[src/rtl/mult_pkg.sv]
// Shared constants and state encoding for the Booth multiplier sequencer.
package mult_pkg;

  // Number of Booth iterations performed by the datapath.
  localparam int STEPS = 32;

  // Width of the step count bus; must hold values up to STEPS+1.
  localparam int CNT_W = 6;

  // Count value at which the datapath product is final and gets captured.
  localparam logic [CNT_W-1:0] CAPTURE_CNT = CNT_W'(STEPS + 1);

  // Two-state sequencer, single-bit encoding.
  typedef enum logic [0:0] {
    ST_IDLE = 1'b0,
    ST_RUN  = 1'b1
  } state_t;

endpackage

[src/rtl/mult_step_counter.sv]
// Step counter driving the datapath count bus, with terminal-count compare.
module mult_step_counter
  import mult_pkg::*;
(
  input  logic             clk,
  input  logic             resetn,
  input  logic             clear,
  input  logic             enable,
  output logic [CNT_W-1:0] count,
  output logic             at_capture
);

  logic [CNT_W-1:0] r_count;
  logic             w_at_capture;

  // Terminal compare: saturates the count so it can never wrap.
  always_comb begin
    w_at_capture = (r_count == CAPTURE_CNT);
  end

  // Counter register: clear wins, otherwise advance until the capture value.
  always_ff @(posedge clk or negedge resetn) begin
    if (!resetn) begin
      r_count <= '0;
    end else if (clear) begin
      r_count <= '0;
    end else if (enable && !w_at_capture) begin
      r_count <= r_count + CNT_W'(1);
    end
  end

  assign count      = r_count;
  assign at_capture = w_at_capture;

endmodule

[src/rtl/mult_ctrl.sv]
// Sequencer upstream of the radix-2 Booth multiplier datapath: latches
// operands, steps the datapath count, captures product and overflow.
module mult_ctrl
  import mult_pkg::*;
(
  input  logic             clk,
  input  logic             resetn,
  input  logic             start,
  input  logic [31:0]      op_a,
  input  logic [31:0]      op_b,
  output logic [31:0]      mult_a,
  output logic [31:0]      mult_b,
  output logic [CNT_W-1:0] mult_count,
  input  logic [31:0]      mult_result,
  input  logic             mult_overflow,
  output logic             busy,
  output logic             ready,
  output logic [31:0]      result,
  output logic             overflow
);

  state_t           r_state;
  state_t           w_state_next;
  logic [31:0]      r_a;
  logic [31:0]      r_b;
  logic [31:0]      r_result;
  logic             r_overflow;
  logic             r_ready;
  logic             w_accept;
  logic             w_capture;
  logic             w_busy;
  logic             w_cnt_clear;
  logic             w_cnt_en;
  logic             w_at_capture;
  logic [CNT_W-1:0] w_count;

  mult_step_counter u_step_counter (
    .clk        (clk),
    .resetn     (resetn),
    .clear      (w_cnt_clear),
    .enable     (w_cnt_en),
    .count      (w_count),
    .at_capture (w_at_capture)
  );

  // State register.
  always_ff @(posedge clk or negedge resetn) begin
    if (!resetn) begin
      r_state <= ST_IDLE;
    end else begin
      r_state <= w_state_next;
    end
  end

  // Next state: start is only honoured in IDLE; RUN leaves at the capture count.
  always_comb begin
    w_state_next = r_state;
    case (r_state)
      ST_IDLE: if (start)        w_state_next = ST_RUN;
      ST_RUN:  if (w_at_capture) w_state_next = ST_IDLE;
      default:                   w_state_next = ST_IDLE;
    endcase
  end

  // Control decode from the current state.
  always_comb begin
    w_busy      = (r_state == ST_RUN);
    w_accept    = (r_state == ST_IDLE) && start;
    w_capture   = (r_state == ST_RUN) && w_at_capture;
    w_cnt_en    = (r_state == ST_RUN);
    w_cnt_clear = w_accept || w_capture;
  end

  // Operand/result registers; operands stay put after capture because the
  // datapath overflow logic keeps reading them combinationally.
  always_ff @(posedge clk or negedge resetn) begin
    if (!resetn) begin
      r_a        <= '0;
      r_b        <= '0;
      r_result   <= '0;
      r_overflow <= 1'b0;
      r_ready    <= 1'b0;
    end else begin
      r_ready <= w_capture;
      if (w_accept) begin
        r_a <= op_a;
        r_b <= op_b;
      end
      if (w_capture) begin
        r_result   <= mult_result;
        r_overflow <= mult_overflow;
      end
    end
  end

  assign mult_a     = r_a;
  assign mult_b     = r_b;
  assign mult_count = w_count;
  assign busy       = w_busy;
  assign ready      = r_ready;
  assign result     = r_result;
  assign overflow   = r_overflow;

endmodule

[config.mk]
export PLATFORM = sky130hd
export DESIGN_NAME = mult_ctrl
export DESIGN_NICKNAME = d
export VERILOG_FILES = /design/src/rtl/mult_pkg.sv /design/src/rtl/mult_step_counter.sv /design/src/rtl/mult_ctrl.sv
export SDC_FILE = /design/constraint.sdc
export NUM_CORES = 1
export LEC_CHECK = 0
export ABC_CLOCK_PERIOD_IN_PS = 4700
export CAP_MARGIN = 20
export CORE_UTILIZATION = 28
export DETAILED_ROUTE_END_ITERATION = 16
export GPL_ROUTABILITY_DRIVEN = 0
export PLACE_DENSITY_LB_ADDON = 0.2
export RECOVER_POWER = 25
export SETUP_SLACK_MARGIN = 0.4
export SYNTH_ARGS = -nofsm -noshare
export SYNTH_HDL_FRONTEND = slang
export SYNTH_HIERARCHICAL = 1
export SYNTH_SLANG_ARGS = --single-unit
export TNS_END_PERCENT = 10
[constraint.sdc]
create_clock -name clk -period 4.7 [get_ports clk]
set_clock_uncertainty 0.2 [all_clocks]
set_input_delay 0.94 -clock clk [delete_from_list [all_inputs] [get_ports clk]]
set_output_delay 0.94 -clock clk [all_outputs]
set_load 0.01 [all_outputs]
==> summary.md, run 1 <==
| Metric | Value |
|---|---|
| Post-CTS Setup Bufs | 0 |
| Synth Area in Simple Gates | under 10% |
| Multi-input logic area | 1550 sq um |
| Final core utilization | 44.8% |
| Reg clk slew, reported paths | 0.07 ns |
| CTS resizes | 0 |
| Fraction of the yosys area taken by sequential cells | between 60% and 70% |
| DRT iter0 DRCs | 95 |
| Global-route wire length before repair | around 16,000 microns |
| Routed WL per cell | 15.6 microns |
| Worst Setup End Kind | asynchronous set/reset pin |
| Final count of negative-setup-slack endpoints | 0 |
| Power density cells | about 440 nW/um^2 |
| Pin count of the biggest net entering global routing | 38 |
| Crit-path max cell delay | 1.33 ns |
| Max Fclk | between 0.3 and 0.4 GHz |
| Setup crit start kind | input pin |
| Crit share post-route | ~66% |
| Clk root buf | clkbuf_16 |
| FF-to-FF Start | u_step_counter/count[2] |
| CP Cell Sequence | clkbuf_1 -> clkbuf_2 |
| Site Rows | 45 |
| Final #Nets | 561 |
| Antenna Cells | 0 |
| CTS Buf Count | 9 |
| Initial DRT Pass Iterations | 3 |
| WL final | approximately 10,000 microns |
| Layout area overhead | 56.5% |
| Mean Syn Cell Area | roughly 17 sq um |
| Post-route DRC | 0 |
| Port bufs | approximately 200 |
| Hold Startpoint | result[2] |
| Maximum vdd drop | between 0.15 and 0.2 mV |
| Clock buffer depth | 2 |
| Most frequent cells in the layout | 203 x clkdlybuf4s50_1, 105 x dfrtp_1, 60 x mux2_4 |
| Count of cell types in the netlist | 28 |
| WP buf/inv | 2 |
| Largest family of logic cells by synthesized area | multiplexers |
| Die ar. | 16,100 sq um |
| Vias | ~2,800 |
| Final HPWL DP | between 7000 and 8000 microns |
| Post-synth ARST share | 100% |
| Fin Setup TNS | 0 ns |
| GRT overflow | 0 |
| Initial cell density of the core | 28.7% |
| CTS tree | yes |
| CP Class | in -> async |
| # IOs | 205 |
| Synth Area in Compound Gates | under 10% |
| Synth area leaders | dfrtp_1 60%, mux2_4 21%, mux2_2 9.6% |
| Max Cap Violations | 1 |
| Top_reg_cell synth | dfrtp_1 |
| Skew-Pair Late Insertion Delay | between 0.3 and 0.4 ns |
| Filler cell count | 1,375 |
| Post-route minimum period | just over 3 ns |
| Final Hold Viols | 0 |
| Post-route ant nets | 0 |
| Failing checks | max-capacitance violations, max-slew violations |
| Status | finished, violations left |
| Critical Path Source | resetn |
| Die Width | 127 microns |
| Worst-margin pin slew | roughly 1.9 ns |
| Initial antenna violation count | 0 |
| Cell family with most CP delay | buffers and inverters |
| Synthesized instance count | roughly 250 |
| Yosys top cell area share | a little over 60% |
| Post-synthesis mux area share | 30.2% |
| Share of cells above drive strength 1 | around a quarter |
| Pins Over Slew Limit | 35 |
| Arrival time at the worst endpoint | around 3.3 ns |
| # H-tree levels | 3 |
| Core Area | roughly 15,000 sq um |
| Clock Sinks | 105 |
| Reg area | roughly 2600 sq um |
| XOR/XNOR Fraction of Synth Area | less than 1% |
| WP data required | around 4.9 ns |
| Worst hold path type | reg -> reg |
| Total power | roughly 3 mW |
| Leak pwr | just under 3 nW |
| Post-Synth Adder-Cell Area | 0.575% |
| Max-slew headroom | -26.7% |
| DR vias/cell | about 4.3 |
| Number of flops mapped to enable cells by yosys | 0 |
| Hold_buf cts | 0 |
| Syn_nets | roughly 350 |
| Synth Warn # | 6 |
| Largest area contributor in the netlist | dfrtp_1 |
| #FFs+latches synth | roughly 110 |
| Slowest stage cell, crit path | clkbuf_1 |
| GRT Util Overall | 12.9% |
| RSZ-0062 raised after global routing | no |
| Final hold slack | ~0.31 ns |
| Die Y | 127 microns |
| Mapped cell area | 4360 sq um |
| Vias in the first global route | approximately 3,000 |
| Most common cell after layout, fill and taps aside | clkdlybuf4s50_1 |
| Largest fanout on the critical path | 37 |
-- stage by stage --
step / cells / worst slack (ns) / area [sq um]
after floorplan: 251 / 2.53 / 4360
after detailed placement: 636 / 1.59 / 6530
final: 652 / 1.60 / 6820
after global placement: 636 / 1.64 / 6530
after CTS: 652 / 1.90 / 6830
after global routing: 652 / 1.03 / 6820
-- final timing paths --
kind                                           end  slack (ns)  cells past startpoint
max in group clk           u_step_counter/count[0]        1.81                      7
max                                           busy        1.60                      2
min                                      result[2]        0.31                      1
min reg2reg                              result[2]        0.31                      1
min in group asynchronous               mult_b[26]        0.90                      1
max reg2reg                u_step_counter/count[0]        1.81                      7
-- cell type report --
type,count,share of cell area [%]
multi-input cells,131,22.7
flip-flops and latches,105,38.6
clock inverters,7,1.14
repair buffers,209,30.7
clock buffers,9,3.30
well taps,188,3.45
inverters,3,0.165
-- power breakdown --
part           total [mW]  switching (mW)  internal (mW)
combinational       0.977           0.319          0.658
clock               0.769           0.351          0.418
sequential           1.24           0.137           1.10
total                2.98           0.806           2.18
-- synthesized netlist by cell type, types with 2 or more instances --
cell	instances
nor2_1	3
mux2_4	60
buf_12	6
buf_6	4
ha_1	2
nor2b_1	2
nand2_1	7
inv_1	3
o21ai_0	2
xor2_1	2
dfrtp_1	105
a21oi_1	2
a31oi_1	2
mux2_2	37
-- flip-flops by register name (all words and copies together) (netlist names) --
| name | flops |
|---|---|
| busy | 1 |
| mult_a | 32 |
| mult_b | 32 |
| overflow | 1 |
| ready | 1 |
| result | 32 |
| u_step_counter/count | 6 |
-- worst reg2reg max path, cell delays in order (launching register included) --
cell and delay (ns):
dfrtp_1 0.46, nor3_1 0.47, nor2b_1 0.25, nand2_2 0.49, nand2_1 0.46, nor2_1 0.11
a31oi_1 0.18, o211ai_1 0.11
-- routing by layer --
metal	up-vias	global-route usage [%]	share of wire [%]	routed length (microns)
met4	0	5.04	1.6	158
met2	126	21.0	46	4620
li1	1300	-	-	-
met1	1380	15.4	44	4500
met3	13	4.93	8.6	875
met5	-	0	0	0
-- cell families (layout without fill, tap and decap cells) --
| kind of cell | count (synthesis) | after routing |
|---|---|---|
| and+or+nand+nor | 20 | 20 |
| buffers and inverters | 15 | 228 |
| DFF | 105 | 105 |
| AOI/OAI and AO/OA | 10 | 10 |
| adders and majority gates | 2 | 2 |
| muxes | 97 | 97 |
| xor gates and xnor gates | 2 | 2 |
Power figures use the tool's default switching activity.
==> inputs of run 2 (changes only) <==
Settings changed: ABC_CLOCK_PERIOD_IN_PS 4700 to 2830.
Clock period 4.7 ns to 2.83 ns, I/O delays scaled along.
==> run 2 against run 1 <==
Cell count is 0.46% higher. Critical path type is now reg -> out. The run now ends clean. Sequential share of layout area is 0.42 points lower. Flip-flop and latch count stayed put. Register-to-register slack worse by 1.1 ns.
==> summary.md, run 2 (synthesized netlist as in run 1, its figures left out) <==
| Metric | Value |
|---|---|
| CTS Buf Count | 9 (unchanged) |
| Post-route minimum period | approximately 2.2 ns |
| Vias in the first global route | 3,076 (was 2,965) |
| Antenna Cells | 0 (unchanged) |
| Die Y | 127 microns (unchanged) |
| Vias | 2,855 (was 2,819) |
| Reg area | 2630 sq um (about the same) |
| Share of cells above drive strength 1 | 27.0% (was 26.1%) |
| Arrival time at the worst endpoint | 1.47 ns (was 3.25 ns) |
| RR Endpoint | result[13] (was u_step_counter/count[0]) |
| Die Width | 127 microns (unchanged) |
| Post-CTS Setup Bufs | 0 (unchanged) |
| Final count of negative-setup-slack endpoints | 0 (unchanged) |
| Initial DRT Pass Iterations | 4 (was 3) |
| Clock Sinks | 105 (unchanged) |
| Critical Path Source | busy (was resetn) |
| Largest fanout on the critical path | 13 (was 37) |
| WP buf/inv | 1 (was 2) |
| Maximum vdd drop | 0.342 mV (was 0.199 mV) |
| Slowest stage cell, crit path | clkdlybuf4s50_1 (was clkbuf_1) |
| Most common cell after layout, fill and taps aside | clkdlybuf4s50_1 (unchanged) |
| Die ar. | 16,100 sq um (unchanged) |
| DRT iter0 DRCs | 81 (was 95) |
| Leak pwr | 2.91 nW (was 2.88 nW) |
| Worst Setup End Kind | output pin (was asynchronous set/reset pin) |
| Worst-margin pin slew | 0.991 ns (was 1.90 ns) |
| Status | finished, final reports clean (was finished, violations left) |
| Global-route wire length before repair | 16,400 microns (was 15,700 microns) |
| CP Cell Sequence | clkdlybuf4s50_1 (was clkbuf_1 -> clkbuf_2) |
| GRT Util Overall | 13.3% (was 12.9%) |
| Pins Over Slew Limit | 0 (was 35) |
| Pin count of the biggest net entering global routing | 47 (was 38) |
| Worst hold endpoint | result[16] (was result[2]) |
| Post-route ant nets | 0 (unchanged) |
| Clk root buf | clkbuf_16 (unchanged) |
| Power density cells | 734 nW/um^2 (was 438 nW/um^2) |
| Routed WL per cell | 15.8 microns (was 15.6 microns) |
| Final Hold Viols | 0 (unchanged) |
| DR vias/cell | 4.36 (was 4.32) |
| Final #Nets | 564 (was 561) |
| Non-filler instance count after layout | 655 (was 652) |
| CTS tree | yes (unchanged) |
| # H-tree levels | 3 (unchanged) |
| Post-route DRC | 0 (unchanged) |
| # IOs | 205 (unchanged) |
| Initial cell density of the core | 28.7% (unchanged) |
| Multi-input logic area | 1550 sq um (about the same) |
| Clock buffer depth | 2 (unchanged) |
| RSZ-0062 raised after global routing | no (unchanged) |
| WL final | 10,400 microns (was 10,200 microns) |
| Placed Instances | 638 (was 636) |
| Hold Path Stages | 1 (unchanged) |
| Worst hold path type | reg -> reg (unchanged) |
| Reg2Reg Depth | 6 (was 7) |
| GRT overflow | 0 (unchanged) |
| Filler cell count | 1,376 (was 1,375) |
| Reg2reg setup slack | 0.68 ns (was 1.81 ns) |
| CP Class | reg -> out (was in -> async) |
| Max Cap Violations | 0 (was 1) |
| Layout area overhead | 58.3% (was 56.5%) |
| Hold Startpoint | result[16] (was result[2]) |
| Fin Setup TNS | 0 ns (unchanged) |
| Cell family with most CP delay | buffers and inverters (unchanged) |
| Max-slew headroom | 33.9% (was -26.7%) |
| Port bufs | 204 (unchanged) |
| Initial antenna violation count | 0 (unchanged) |
| Skew-Pair Late Insertion Delay | 0.34 ns (was 0.35 ns) |
| Max Fclk | approximately 0.45 GHz |
| Setup crit start kind | register (was input pin) |
| WP data required | 2.06 ns (was 4.85 ns) |
| Most frequent cells in the layout | 203 x clkdlybuf4s50_1, 104 x dfrtp_1, 60 x mux2_4 (was 203 x clkdlybuf4s50_1, 105 x dfrtp_1, 60 x mux2_4) |
| Reg clk slew, reported paths | 0.07 ns (about the same) |
| Core Area | 15,200 sq um (unchanged) |
| Crit share post-route | between 70 and 80% |
| Final HPWL DP | 7410 microns (was 7120 microns) |
| Site Rows | 45 (unchanged) |
| Crit-path max cell delay | 0.60 ns (was 1.33 ns) |
| FF-to-FF Start | u_step_counter/count[0] (was u_step_counter/count[2]) |
## run 2: report_power, final
part           switching, mW  internal, mW  leakage [nW]  total (mW)
Sequential             0.236          1.83          1.24        2.06
Combinational          0.532          1.10          1.52        1.63
Clock                  0.566         0.801         0.151        1.37
## run 2: per-stage QoR
stage	utilization, %	setup WS (ns)	cell area [sq um]	hold slack [ns]	power (mW)
2_1_floorplan	-	0.659	4360	0.0704	2.79
4_1_cts	45.3	0.406	6890	0.308	5.13
3_5_place_dp	43.1	0.417	6550	0.291	3.73
6_report	45.3	0.590	6890	0.304	5.06
3_3_place_gp	43.1	0.452	6550	0.288	3.70
5_1_grt	45.3	0.503	6890	0.320	5.32
## run 2: what timing repair did
action | 4_1_cts | 5_1_grt
resized for setup | 0 | 1
hold endpoints to repair | 34 | 0
hold buffers | 1 | 0
endpoints found under the setup margin | 0 | 1
## run 2: layer usage
metal  part of all wire, %  global-route usage (%)  vias up
li1                      -                       -     1300
met1                    44                    16.3     1415
met2                    47                    21.1      126
met3                   7.8                    4.81       14
met4                   1.9                    5.46        0
met5                     0                       0        -
## run 2: final cells by class
| type | instances | share of cell area [%] |
|---|---|---|
| Tap cell | 188 | 3.41 |
| Clock inverter | 6 | 1.33 |
| Clock buffer | 10 | 3.47 |
| Sequential cell | 105 | 38.1 |
| Multi-Input combinational cell | 131 | 22.5 |
| Inverter | 3 | 0.163 |
| Timing Repair Buffer | 212 | 31.0 |
## run 2: worst max-delay path by stage
| stage | endpoint | slack (ns) | cells past startpoint |
|---|---|---|---|
| floorplan | u_step_counter/count[0] | 0.66 | 9 |
| global placement | mult_a[25] | 0.45 | 4 |
| detailed placement | mult_a[25] | 0.42 | 4 |
| CTS | busy | 0.41 | 1 |
| global route | u_step_counter/count[0] | 0.50 | 8 |
| finish | busy | 0.59 | 1 |
==> inputs of run 3 (changes only) <==
Settings changed: ABC_CLOCK_PERIOD_IN_PS 2830 to 2000.
Clock period 2.83 ns to 2 ns, I/O delays scaled along.
==> run 3 against run 2 <==
Clock power up 40%. Count of clock-buffer cells in the layout unchanged. Global-route usage up 0.82 points. Flip-flop and latch count unchanged. Sequential share of layout area down 2.1 points. Total power up 47%. First-iteration DRC count down 27%. Critical path depth unchanged. Critical path type unchanged. Largest cell class unchanged. Largest power group unchanged.
==> summary.md, run 3 (synthesized netlist as in run 1, its figures left out) <==
| Metric | Value |
|---|---|
| Status | finished, final reports clean (unchanged) |
| Global-route wire length before repair | 17,200 microns (was 16,400 microns) |
| Die ar. | 16,100 sq um (unchanged) |
| Clk root buf | clkbuf_16 (unchanged) |
| Most common cell after layout, fill and taps aside | clkdlybuf4s50_1 (unchanged) |
| Worst Setup End Kind | output pin (unchanged) |
| # IOs | 205 (unchanged) |
| FF-to-FF Start | u_step_counter/count[1] (was u_step_counter/count[0]) |
| DR WL met2 | 5220 microns (was 4830 microns) |
| Layout area overhead | 67.7% (was 58.3%) |
| Slowest stage cell, crit path | clkdlybuf4s50_1 (unchanged) |
| GRT Util Overall | 14.1% (was 13.3%) |
| Initial DRT Pass Iterations | 4 (unchanged) |
| CTS tree | yes (unchanged) |
| DRT iter0 DRCs | 59 (was 81) |
| Routed WL per cell | 16.0 microns (was 15.8 microns) |
| Vias in the first global route | 3,135 (was 3,076) |
| Final count of negative-setup-slack endpoints | 0 (unchanged) |
| Crit-path max cell delay | 0.54 ns (was 0.60 ns) |
| Antenna Cells | 0 (unchanged) |
| Pin count of the biggest net entering global routing | 62 (was 47) |
| Dpl cell area | 6770 sq um (was 6550 sq um) |
| Initial antenna violation count | 0 (unchanged) |
| Leak pwr | 3.26 nW (was 2.91 nW) |
| Maximum vdd drop | 0.639 mV (was 0.342 mV) |
| Design area | 7310 sq um (was 6890 sq um) |
| Share of cells above drive strength 1 | 37.9% (was 27.0%) |
| Max Fclk | ~0.54 GHz |
| Power density cells | 1020 nW/um^2 (was 734 nW/um^2) |
| WL final | 11,000 microns (was 10,400 microns) |
| Final #Nets | 601 (was 564) |
| Skew-Pair Late Insertion Delay | 0.35 ns (was 0.34 ns) |
| CP Cell Sequence | clkdlybuf4s50_1 (unchanged) |
| Vias | 3,018 (was 2,855) |
| Met3 WL | 957 microns (was 810 microns) |
| Worst-margin pin slew | 0.564 ns (was 0.991 ns) |
| DR vias/cell | 4.36 (about the same) |
| Uppermost layer routed | met4 (unchanged) |
| Filler cell count | 1,374 (was 1,376) |
| Pins Over Slew Limit | 0 (unchanged) |
| Arrival time at the worst endpoint | 1.24 ns (was 1.47 ns) |
| Final HPWL DP | 7620 microns (was 7410 microns) |
| RR Endpoint | result[24] (was result[13]) |
| Site Rows | 45 (unchanged) |
| Cell family with most CP delay | buffers and inverters (unchanged) |
| Reg clk slew, reported paths | 0.07 ns (about the same) |
| Port bufs | 204 (unchanged) |
| Final core utilization | 48.1% (was 45.3%) |
| Die Width | 127 microns (unchanged) |
| Core Area | 15,200 sq um (unchanged) |
| Most frequent cells in the layout | 137 x clkdlybuf4s50_1, 100 x dfrtp_1, 61 x mux2_4 (was 203 x clkdlybuf4s50_1, 104 x dfrtp_1, 60 x mux2_4) |
| GRT overflow | 0 (unchanged) |
| Max Cap Violations | 0 (unchanged) |
| Max-slew headroom | 62.4% (was 33.9%) |
| RSZ-0062 raised after global routing | yes (was no) |
| Reg2Reg Depth | 8 (was 6) |
| Clock Sinks | 105 (unchanged) |
| WL met1 | 4750 microns (was 4520 microns) |
| Post-route minimum period | 1.84 ns |
| Fin Setup TNS | 0 ns (unchanged) |
| Initial cell density of the core | 28.7% (unchanged) |
| Worst hold path type | in -> async (was reg -> reg) |
| CP Class | reg -> out (unchanged) |
| Die Y | 127 microns (unchanged) |
| Post-route DRC | 0 (unchanged) |
| Post-route ant nets | 0 (unchanged) |
| Clock buffer depth | 2 (unchanged) |
| Setup crit start kind | register (unchanged) |
| Final Hold Viols | 0 (unchanged) |
| Largest fanout on the critical path | 2 (was 13) |
| Reg2reg setup slack | 0.16 ns (was 0.68 ns) |
| WP buf/inv | 1 (unchanged) |
| WP data required | 1.40 ns (was 2.06 ns) |
| # H-tree levels | 3 (unchanged) |
| Crit share post-route | 92.0% |
| CTS Buf Count | 9 (unchanged) |
| Final hold slack | 0.285 ns (was 0.304 ns) |
==> run 3: changes by cell type in the layout (fill, tap and decap cells not counted), moves of 3 or more <==
cell | before | now
buf_12 | 3 | 8
buf_2 | 0 | 3
buf_4 | 4 | 27
buf_6 | 0 | 9
clkdlybuf4s15_2 | 0 | 11
clkdlybuf4s50_1 | 203 | 137
dfrtp_1 | 104 | 100
dfrtp_2 | 1 | 5
dlygate4sd2_1 | 0 | 47
nand2_4 | 0 | 3
==> run 3: how the worst max path moves through the flow <==
stage	start	to	slack, ns	cells past startpoint
3_3_place_gp	start	mult_a[10]	-0.04	5
2_1_floorplan	u_step_counter/count[4]	u_step_counter/count[0]	0.09	9
4_1_cts	result[16]	result[16]	0.14	1
5_1_grt	u_step_counter/count[1]	result[24]	0.09	8
6_report	mult_a[13]	mult_a[13]	0.16	1
3_5_place_dp	start	mult_a[14]	-0.03	5
==> run 3: stage by stage <==
stage               worst slack [ns]  total power [mW]  cells
floorplan                     0.0888              4.03    251
global placement             -0.0423              5.39    649
detailed placement           -0.0304              5.42    649
CTS                            0.139              7.43    682
global route                  0.0921              7.89    692
finish                         0.161              7.46    692
==> run 3: cell type report <==
cell class	instances	area, sq um	share of cell area (%)
flip-flops and latches	105	2630	36.1
clock inverters	6	88.8	1.22
multi-input cells	131	1610	22.1
inverters	3	13.8	0.188
well taps	188	235	3.22
clock buffers	10	239	3.27
repair buffers	249	2480	34.0
==> run 3: where the power goes <==
group          switching [mW]  internal, mW  leakage, nW
clock network           0.785          1.13        0.155
registers               0.244          2.59         1.23
logic                   0.974          1.73         1.88
total                    2.00          5.46         3.26
==> run 3: layer usage <==
metal  track usage, %  vias up
li1                 -     1381
met1             17.2     1493
met2             22.3      135
met3             6.24        9
met4             4.41        0
met5                0        -
==> run 3: what timing repair did <==
item,CTS,global route
resized for setup,115,7
hold buffers,1,0
setup endpoints to repair,194,204
gates cloned,1,1
buffers inserted,15,9
pin swaps,1,3
hold endpoints to repair,105,0
